[src/rtl/transmissor_16.sv]
// 16-bit word transmitter: two UART-style frames (start, 8 data LSB-first, parity, stop), low byte first.
// Optional macro TX16_GAP_EN inserts GAP_BITS idle bit periods between the two frames.
module transmissor_16 #(
    parameter int unsigned CLKS_PER_BIT   = 434,
    parameter int unsigned PARIDADE_IMPAR = 0,
    parameter int unsigned GAP_BITS       = 2
) (
    input  logic        clock,
    input  logic        reset,
    input  logic        partida,
    input  logic [15:0] dados,
    output logic        saida_serial,
    output logic        ocupado,
    output logic        pronto,
    output logic [2:0]  db_estado
);

    localparam int unsigned CNT_W   = (CLKS_PER_BIT < 2) ? 1 : $clog2(CLKS_PER_BIT);
    localparam int unsigned GAP_W   = (GAP_BITS < 2) ? 1 : $clog2(GAP_BITS);
    localparam int unsigned FRAME_W = 11;
    localparam logic [CNT_W-1:0] CNT_LAST = CNT_W'(CLKS_PER_BIT - 1);
    localparam logic [GAP_W-1:0] GAP_LAST = GAP_W'(GAP_BITS - 1);
    localparam logic [3:0]       BIT_LAST = 4'd10;
    localparam logic             PAR_ODD  = (PARIDADE_IMPAR != 0);
`ifdef TX16_GAP_EN
    localparam logic GAP_ON = (GAP_BITS != 0);
`else
    localparam logic GAP_ON = 1'b0;
`endif

    typedef enum logic [2:0] {
        INICIAL     = 3'd0,
        CARREGA_1   = 3'd1,
        TRANSMITE_1 = 3'd2,
        ESPERA      = 3'd3,
        CARREGA_2   = 3'd4,
        TRANSMITE_2 = 3'd5,
        FIM         = 3'd6
    } estado_t;

    estado_t              state_q, state_d;
    logic [15:0]          data_q, data_d;
    logic [FRAME_W-1:0]   frame_q, frame_d;
    logic [CNT_W-1:0]     clk_cnt_q, clk_cnt_d;
    logic [3:0]           bit_cnt_q, bit_cnt_d;
    logic [GAP_W-1:0]     gap_cnt_q, gap_cnt_d;
    logic                 saida_q, saida_d;
    logic                 ocupado_q, ocupado_d;
    logic                 pronto_q, pronto_d;

    // Frame as shifted out from bit 0: start, data LSB-first, parity, stop.
    function automatic logic [FRAME_W-1:0] build_frame(input logic [7:0] b);
        return {1'b1, (^b) ^ PAR_ODD, b, 1'b0};
    endfunction

    always_ff @(posedge clock) begin
        if (reset) begin
            state_q   <= INICIAL;
            data_q    <= '0;
            frame_q   <= '0;
            clk_cnt_q <= '0;
            bit_cnt_q <= '0;
            gap_cnt_q <= '0;
            saida_q   <= 1'b1;
            ocupado_q <= 1'b0;
            pronto_q  <= 1'b0;
        end else begin
            state_q   <= state_d;
            data_q    <= data_d;
            frame_q   <= frame_d;
            clk_cnt_q <= clk_cnt_d;
            bit_cnt_q <= bit_cnt_d;
            gap_cnt_q <= gap_cnt_d;
            saida_q   <= saida_d;
            ocupado_q <= ocupado_d;
            pronto_q  <= pronto_d;
        end
    end

    // Outputs are computed for the state being entered so they line up with it.
    always_comb begin
        state_d   = state_q;
        data_d    = data_q;
        frame_d   = frame_q;
        clk_cnt_d = clk_cnt_q;
        bit_cnt_d = bit_cnt_q;
        gap_cnt_d = gap_cnt_q;
        saida_d   = 1'b1;

        case (state_q)
            INICIAL: begin
                if (partida) begin
                    state_d = CARREGA_1;
                    data_d  = dados;
                end
            end
            CARREGA_1, CARREGA_2: begin
                frame_d   = build_frame((state_q == CARREGA_1) ? data_q[7:0] : data_q[15:8]);
                clk_cnt_d = '0;
                bit_cnt_d = '0;
                saida_d   = 1'b0;
                state_d   = (state_q == CARREGA_1) ? TRANSMITE_1 : TRANSMITE_2;
            end
            TRANSMITE_1, TRANSMITE_2: begin
                saida_d = frame_q[0];
                if (clk_cnt_q == CNT_LAST) begin
                    clk_cnt_d = '0;
                    if (bit_cnt_q == BIT_LAST) begin
                        saida_d   = 1'b1;
                        gap_cnt_d = '0;
                        if (state_q == TRANSMITE_1) begin
                            state_d = GAP_ON ? ESPERA : CARREGA_2;
                        end else begin
                            state_d = FIM;
                        end
                    end else begin
                        bit_cnt_d = bit_cnt_q + 4'd1;
                        frame_d   = {1'b1, frame_q[FRAME_W-1:1]};
                        saida_d   = frame_q[1];
                    end
                end else begin
                    clk_cnt_d = clk_cnt_q + CNT_W'(1);
                end
            end
            ESPERA: begin
                if (clk_cnt_q == CNT_LAST) begin
                    clk_cnt_d = '0;
                    if (gap_cnt_q == GAP_LAST) begin
                        state_d = CARREGA_2;
                    end else begin
                        gap_cnt_d = gap_cnt_q + GAP_W'(1);
                    end
                end else begin
                    clk_cnt_d = clk_cnt_q + CNT_W'(1);
                end
            end
            FIM: begin
                state_d = INICIAL;
            end
            default: begin
                state_d = INICIAL;
            end
        endcase

        ocupado_d = (state_d != INICIAL);
        pronto_d  = (state_d == FIM);
    end

    assign saida_serial = saida_q;
    assign ocupado      = ocupado_q;
    assign pronto       = pronto_q;
    assign db_estado    = state_q;

endmodule

[config.mk]
export PLATFORM = sky130hd
export DESIGN_NAME = transmissor_16
export DESIGN_NICKNAME = d
export VERILOG_FILES = /design/src/rtl/transmissor_16.sv
export SDC_FILE = /design/constraint.sdc
export NUM_CORES = 1
export LEC_CHECK = 0
export ABC_AREA = 1
export CAP_MARGIN = 20
export CORE_ASPECT_RATIO = 0.9
export CORE_MARGIN = 4
export CORE_UTILIZATION = 50
export CTS_CLUSTER_SIZE = 28
export DETAILED_ROUTE_END_ITERATION = 12
export PLACE_DENSITY = 0.74
export SLEW_MARGIN = 10
export SYNTH_ARGS = -nofsm -noshare
export SYNTH_HDL_FRONTEND = slang
export SYNTH_SLANG_ARGS = --single-unit
[constraint.sdc]
create_clock -name clock -period 4.2 [get_ports clock]
set_clock_uncertainty 0.1 [all_clocks]
set_input_delay 0.84 -clock clock [delete_from_list [all_inputs] [get_ports clock]]
set_output_delay 0.84 -clock clock [all_outputs]
set_load 0.01 [all_outputs]
==> summary.md, run 1 <==
| Metric | Value |
|---|---|
| Status | `finished, final reports clean` |
| Startpoint types | `input pin` |
| Max IR drop VDD | `0.2434 mV` |
| Antenna violations before repair | `0` |
| YS warnings | `0` |
| IO Count | `25` |
| Top post-synthesis cells by count | `113 x nand2_1, 47 x dfxtp_1, 41 x inv_1` |
| Worst-path fanout max | `30` |
| Post-synth ARST share | `0%` |
| RSZ-0062 raised after global routing | `false` |
| Pwr Density | `~330 mW/mm^2` |
| Mapped Nets | `slightly below 400` |
| Fin. Hold Viols | `0` |
| Clock Tree Root | `clkbuf_8` |
| Nets | `slightly above 400` |
| Placed instance count | `around 440` |
| Initial Utilization | `53.38%` |
| EDFF count, synth | `0` |
| Measured slew at the worst slew-check pin | `approximately 0.74 ns` |
| Skew-Pair Late Insertion Delay | `0.29 ns` |
| Initial DRC Count | `118` |
| Synth Register Bits | `47` |
| Top FF cell, synth | `dfxtp_1` |
| Drt total wl | `roughly 5000 um` |
| Tmin final | `roughly 2.6 ns` |
| CTS H-tree lvls | `2` |
| Vias per cell | `around 5.2` |
| Worst Path Required | `4.33 ns` |
| CTS Sinks | `47` |
| Hold WC Path Type | `flop to flop` |
| Die width | `slightly above 80 um` |
| Final worst slack | `around 1.6 ns` |
| Congestion Overflow GR | `0` |
| Reg2Reg Depth | `10` |
| Drt wl/cell | `approximately 11 um` |
| Dpl ws | `~1.3 ns` |
| Most instantiated library cell after synthesis | `nand2_1` |
| Cell Area, Synth | `roughly 0.0024 sq mm` |
| Top post-synthesis cells by area | `dfxtp_1 39%, nand2_1 17%, o21ai_0 6.8%` |
| Max Cap Violations | `0` |
| Vias in the first global route | `just over 2000` |
| First-pass GRT wire length | `9045 um` |
| Finished Layout Cells | `around 440` |
| Max-slew headroom | `approximately half` |
| Drt drc | `0` |
| CTS Buffer Depth | `2` |
| Final setup vio count | `0` |
| Largest net degree at the start of global routing | `33` |
| Syn Inst Count | `~360` |
| Share of post-route cells with drive strength above 1 | `~6.3%` |
| DRT antenna net count | `0` |
| Hold-fix buffer count after cts | `0` |
| CP Capture Type | `flop` |
| Pre-antenna DRT Iters | `4` |
| Die Height | `around 74 um` |
| TNS Setup | `0 ns` |
| Synth area leader | `dfxtp_1` |
| CP arrival | `between 2 and 3 ns` |
| Row cnt | `23` |
| DPL Wire Length | `3744 um` |
| Total number of vias | `2290` |
| TritonCTS buffer count | `5` |
| CORE AREA | `0.004576 sq mm` |
| Synth cell types | `32` |
| Post-Syn Area per Cell | `between 6 and 7 sq um` |
| Leakage power | `between 1 and 1.5 nW` |
| All-layer global routing usage | `a little under a fifth` |
| Area grow syn2layout | `13.06%` |
| Top-area cell type share of the netlist area | `38.52%` |
| Postcts setup bufs | `0` |
| Fin crit share | `between 60% and 70%` |
| Antenna cells | `0` |
| DIE AREA | `0.006068 sq mm` |
| Critical path class | `input pin to flop` |
| Hold Crit Depth | `2` |
| CTS resizes | `0` |
| Seq/Total Area, Yosys | `38.52%` |
| Clock slew at reported path FFs | `roughly 0.08 ns` |
| GPL Wtd Cong | `roughly 0.8` |
| I/O Buffers | `24` |
| Slew Viols, Final | `0` |
| CTS tree | `yes` |
| Top achievable clock speed | `just under 400 MHz` |
[routing by layer]
layer  vias up  GRT usage [%]  part of all wire, %
li1       1214              -                    -
met1      1036          27.54                   53
met2        34          28.03                   42
met3         6          3.632                  3.4
met4         0          4.982                  1.0
met5         -              0                    0
[worst paths after layout]
check	start	to	slack (ns)
max	reset	frame_q[5]$_SDFFE_PP0P_	1.60
min	frame_q[10]$_SDFFE_PP0P_	frame_q[10]$_SDFFE_PP0P_	0.36
max reg2reg	clk_cnt_q[1]$_SDFFE_PP0P_	frame_q[5]$_SDFFE_PP0P_	2.08
min reg2reg	frame_q[10]$_SDFFE_PP0P_	frame_q[10]$_SDFFE_PP0P_	0.36
[cell usage in the layout (no fill, tap or decap), types with 2 or more instances in the layout]
cell	n
dfxtp_1	47
nand2_1	113
nand2_2	2
nor2_1	20
nand3_1	16
a31oi_1	8
o21ai_0	33
a21oi_1	29
nor3_1	2
clkbuf_1	2
nor2_2	2
a221oi_1	2
clkbuf_8	5
ha_1	4
inv_2	5
inv_1	41
a211oi_1	2
o21ai_1	4
clkdlybuf4s50_1	24
nand4_1	4
nor2_4	4
[power breakdown]
group          switching [mW]  internal [mW]  leakage (nW)
Combinational           0.106         0.0675         0.732
Clock                   0.146          0.117        0.0422
Sequential             0.0154          0.472         0.385
[stage by stage]
stage / util [%] / power, mW / area [sq um] / hold WS [ns]
2_1_floorplan: - / 0.6253 / 2442 / 0.3359
3_3_place_gp: 58.57 / 0.6683 / 2680 / 0.3469
3_5_place_dp: 58.57 / 0.6725 / 2680 / 0.3514
4_1_cts: 60.35 / 0.9341 / 2761 / 0.3643
5_1_grt: 60.35 / 0.9795 / 2761 / 0.3985
6_report: 60.35 / 0.9240 / 2761 / 0.3623
[flip-flops by register name, summed over array words and instances (netlist names)]
register,cells
db_estado,3
data_q,16
gap_cnt_q,1
clk_cnt_q,9
saida_serial,1
ocupado,1
frame_q,11
bit_cnt_q,4
pronto,1
[logic make-up (layout without fill, tap and decap cells)]
group	after synthesis	count (layout)	share of synthesized area (%)
AND/OR/NAND/NOR	165	165	29.10
AO/OA/AOI/OAI	86	86	19.67
buffers and inverters	61	79	10.66
flip-flops	47	47	38.52
adder cells (fa/ha/maj)	4	4	2.049
[area by class of cell]
class	instances	area, sq um
clock buffers	7	76.32
clock inverters	1	5.005
fillers	437	1814
inverters	46	172.7
multi-input cells	255	1241
flip-flops and latches	47	940.9
well taps	62	77.57
repair buffers	25	247.7
[worst max-delay path, cell delays in order]
cell             delay [ns]
clkdlybuf4s50_1        0.75
inv_1                  0.72
o21ai_0                0.23
a31oi_1                0.18
No activity file was read; power rests on OpenSTA's default activity.
==> run 2, diff against run 1 <==
--- a/config.mk
+++ b/config.mk
@@ -12,7 +12,7 @@
 export CORE_UTILIZATION = 50
 export CTS_CLUSTER_SIZE = 28
 export DETAILED_ROUTE_END_ITERATION = 12
-export PLACE_DENSITY = 0.74
+export PLACE_DENSITY = 0.76
 export SLEW_MARGIN = 10
 export SYNTH_ARGS = -nofsm -noshare
 export SYNTH_HDL_FRONTEND = slang
==> constraint.sdc (replaced) <==
create_clock -name clock -period 2.2 [get_ports clock]
set_clock_uncertainty 0.1 [all_clocks]
set_input_delay 0.44 -clock clock [delete_from_list [all_inputs] [get_ports clock]]
set_output_delay 0.44 -clock clock [all_outputs]
set_load 0.01 [all_outputs]
==> summary.md, run 2 (synthesis gave the netlist of run 1 again) <==
| Metric | Value |
|---|---|
| Dpl ws | `0.1978 ns (-1.097 ns)` |
| Max IR drop VDD | `0.4080 mV (+68%)` |
| GPL Wtd Cong | `0.7818 (-4.7%)` |
| I/O Buffers | `24 (unchanged)` |
| Fin crit share | `slightly above 90%` |
| Max-slew headroom | `62.48% (+12 points)` |
| Die Height | `74.31 um (unchanged)` |
| RSZ-0062 raised after global routing | `true` |
| Max Cap Violations | `0 (unchanged)` |
| Nets | `405 (+0.50%)` |
| CP startpoint | `db_estado[2]$_SDFF_PP0_` |
| Antenna violations before repair | `0 (unchanged)` |
| Pre-antenna DRT Iters | `4 (unchanged)` |
| TritonCTS buffer count | `5 (unchanged)` |
| Drt drc | `0 (unchanged)` |
| Area grow syn2layout | `14.75%` |
| Reg power frac | `50.6% (-2.2 points)` |
| DPL Wire Length | `3734 um (-0.26%)` |
| Largest net degree at the start of global routing | `33 (unchanged)` |
| All-layer global routing usage | `18.20% (-0.51 points)` |
| GR Util met2 | `27.03% (-0.99 points)` |
| Placed instance count | `437 (+0.46%)` |
| Largest register by flop count | `data_q` |
| CTS Buffer Depth | `2 (unchanged)` |
| Die width | `81.67 um (unchanged)` |
| P_int | `1.321 mW (+100%)` |
| First-pass GRT wire length | `8618 um (-4.7%)` |
| GR peak layer | `met2` |
| Final Cell Area | `0.002803 sq mm (+1.5%)` |
| Comb power frac | `18.4% (-0.4 points)` |
| Fin. Hold Viols | `0 (unchanged)` |
| Skew-Pair Late Insertion Delay | `0.30 ns (about the same)` |
| Post-DP Area | `0.002695 sq mm (+0.56%)` |
| Row cnt | `23 (unchanged)` |
| TNS Setup | `0 ns (unchanged)` |
| Met1 usage | `26.19% (-1.3 points)` |
| Measured slew at the worst slew-check pin | `0.5557 ns (-0.1793 ns)` |
| Total number of vias | `2282 (-0.35%)` |
| Antenna cells | `0 (unchanged)` |
| Leakage power | `1.179 nW (+1.7%)` |
| Tmin final | `2.033 ns` |
| RR Startpoint | `db_estado[2]$_SDFF_PP0_` |
| Clock slew at reported path FFs | `0.08 ns (about the same)` |
| Share of post-route cells with drive strength above 1 | `7.050% (+0.75 points)` |
| CTS tree | `yes` |
| DRT antenna net count | `0 (unchanged)` |
| Status | `finished, final reports clean` |
| Biggest regs | `data_q: 16 flops, frame_q: 11 flops, clk_cnt_q: 9 flops` |
| Worst R2R End | `frame_q[8]$_SDFFE_PP0P_` |
| Initial DRC Count | `152 (+29%)` |
| IO Count | `25 (unchanged)` |
| GR Util met3 | `3.269% (-0.36 points)` |
| Top achievable clock speed | `492.0 MHz` |
| Critical path class | `flop to flop` |
| Worst-path fanout max | `21 (-30%)` |
| CTS Sinks | `47 (unchanged)` |
| Most frequent cells in the layout | `113 x nand2_1, 47 x dfxtp_1, 41 x inv_1, 33 x o21ai_0, 29 x a21oi_1` |
| Clock Tree Root | `clkbuf_8` |
| Largest register FFs | `16 (unchanged)` |
| Worst Path Required | `2.33 ns (-2.00 ns)` |
| Setup crit end | `frame_q[8]$_SDFFE_PP0P_` |
| Initial Utilization | `53.38% (unchanged)` |
| Slew Viols, Final | `0 (unchanged)` |
| CTS H-tree lvls | `2 (unchanged)` |
| Congestion Overflow GR | `0 (unchanged)` |
| Reg2Reg Depth | `9 (-1)` |
| Hold WC Path Type | `flop to flop` |
| Core occupancy in the finished layout | `61.25% (+0.90 points)` |
| Sw Share | `28.30% (-0.61 points)` |
| Clock power frac | `31.0% (+2.6 points)` |
| Final setup vio count | `0 (unchanged)` |
| Hold WS | `0.3673 ns (+0.004930 ns)` |
| Setup slack, reg-to-reg | `0.17 ns (-1.91 ns)` |
| Psw | `0.5212 mW (+95%)` |
| Finished Layout Cells | `445 (+0.45%)` |
| CP Capture Type | `flop` |
| Startpoint types | `flop` |
| Hold Startpoint | `data_q[3]$_SDFFE_PP0P_` |
| Drt total wl | `5090 um (+0.32%)` |
| CORE AREA | `0.004576 sq mm (unchanged)` |
| Vias in the first global route | `1976 (-3.8%)` |
| CP arrival | `2.16 ns (-0.57 ns)` |
| Commonest non-fill, non-tap cell in the layout | `nand2_1` |
| Pwr Density | `657.2 mW/mm^2 (+96%)` |
| Vias per cell | `5.128 (-0.80%)` |
| Power, Total | `1.842 mW (+99%)` |
| Drt wl/cell | `11.44 um (-0.14%)` |
| Final worst slack | `0.1674 ns (-1.434 ns)` |
| DIE AREA | `0.006068 sq mm (unchanged)` |
## run 2: cell types whose count changed in the layout (fill, tap and decap cells not counted)
cell      previous run  this run
nand3_2              1         0
nand3_4              0         1
clkbuf_8             5         7
clkbuf_1             2         1
buf_4                1         3
clkinv_2             1         0
## run 2: how the worst min path moves through the flow
stage | to | cells after the start
floorplan | frame_q[10]$_SDFFE_PP0P_ | 2
global route | data_q[3]$_SDFFE_PP0P_ | 2
global placement | data_q[3]$_SDFFE_PP0P_ | 2
CTS | data_q[3]$_SDFFE_PP0P_ | 2
detailed placement | data_q[3]$_SDFFE_PP0P_ | 2
finish | data_q[3]$_SDFFE_PP0P_ | 2
## run 2: metal layers
| metal | routed length (um) | vias up | share of wire [%] |
|---|---|---|---|
| met2 | 2139 | 39 | 42 |
| li1 | - | 1214 | - |
| met3 | 182 | 8 | 3.6 |
| met5 | 0 | - | 0 |
| met4 | 87 | 0 | 1.7 |
| met1 | 2682 | 1021 | 53 |
## run 2: power by group through the flow
stage	registers, mW	logic, mW	clock network [mW]
4_1_cts	0.931	0.339	0.582
3_5_place_dp	0.951	0.337	0
6_report	0.932	0.340	0.570
5_1_grt	0.939	0.392	0.610
2_1_floorplan	0.947	0.247	0
3_3_place_gp	0.950	0.330	0
## run 2: cell type report
cell class,count,area [sq um]
timing repair buffer,27,262.8
inverter,46,172.7
clock buffer,8,100.1
fill,420,1773
tap,62,77.57
sequential,47,940.9
multi-input combinational,255,1249
## run 2: critical path: stages (launching register included)
cell,delay [ns]
dfxtp_1,0.36
inv_2,0.20
nand2_1,0.10
nor2_1,0.21
nor2_4,0.13
nor3_4,0.25
nor2_4,0.07
inv_2,0.22
o21ai_0,0.14
a31oi_1,0.17
## run 2: what timing repair did
item | 4_1_cts | 5_1_grt
setup endpoints to repair | 0 | 1
buffers inserted | 0 | 0
resized for setup | 0 | 1
hold buffers | 0 | 0
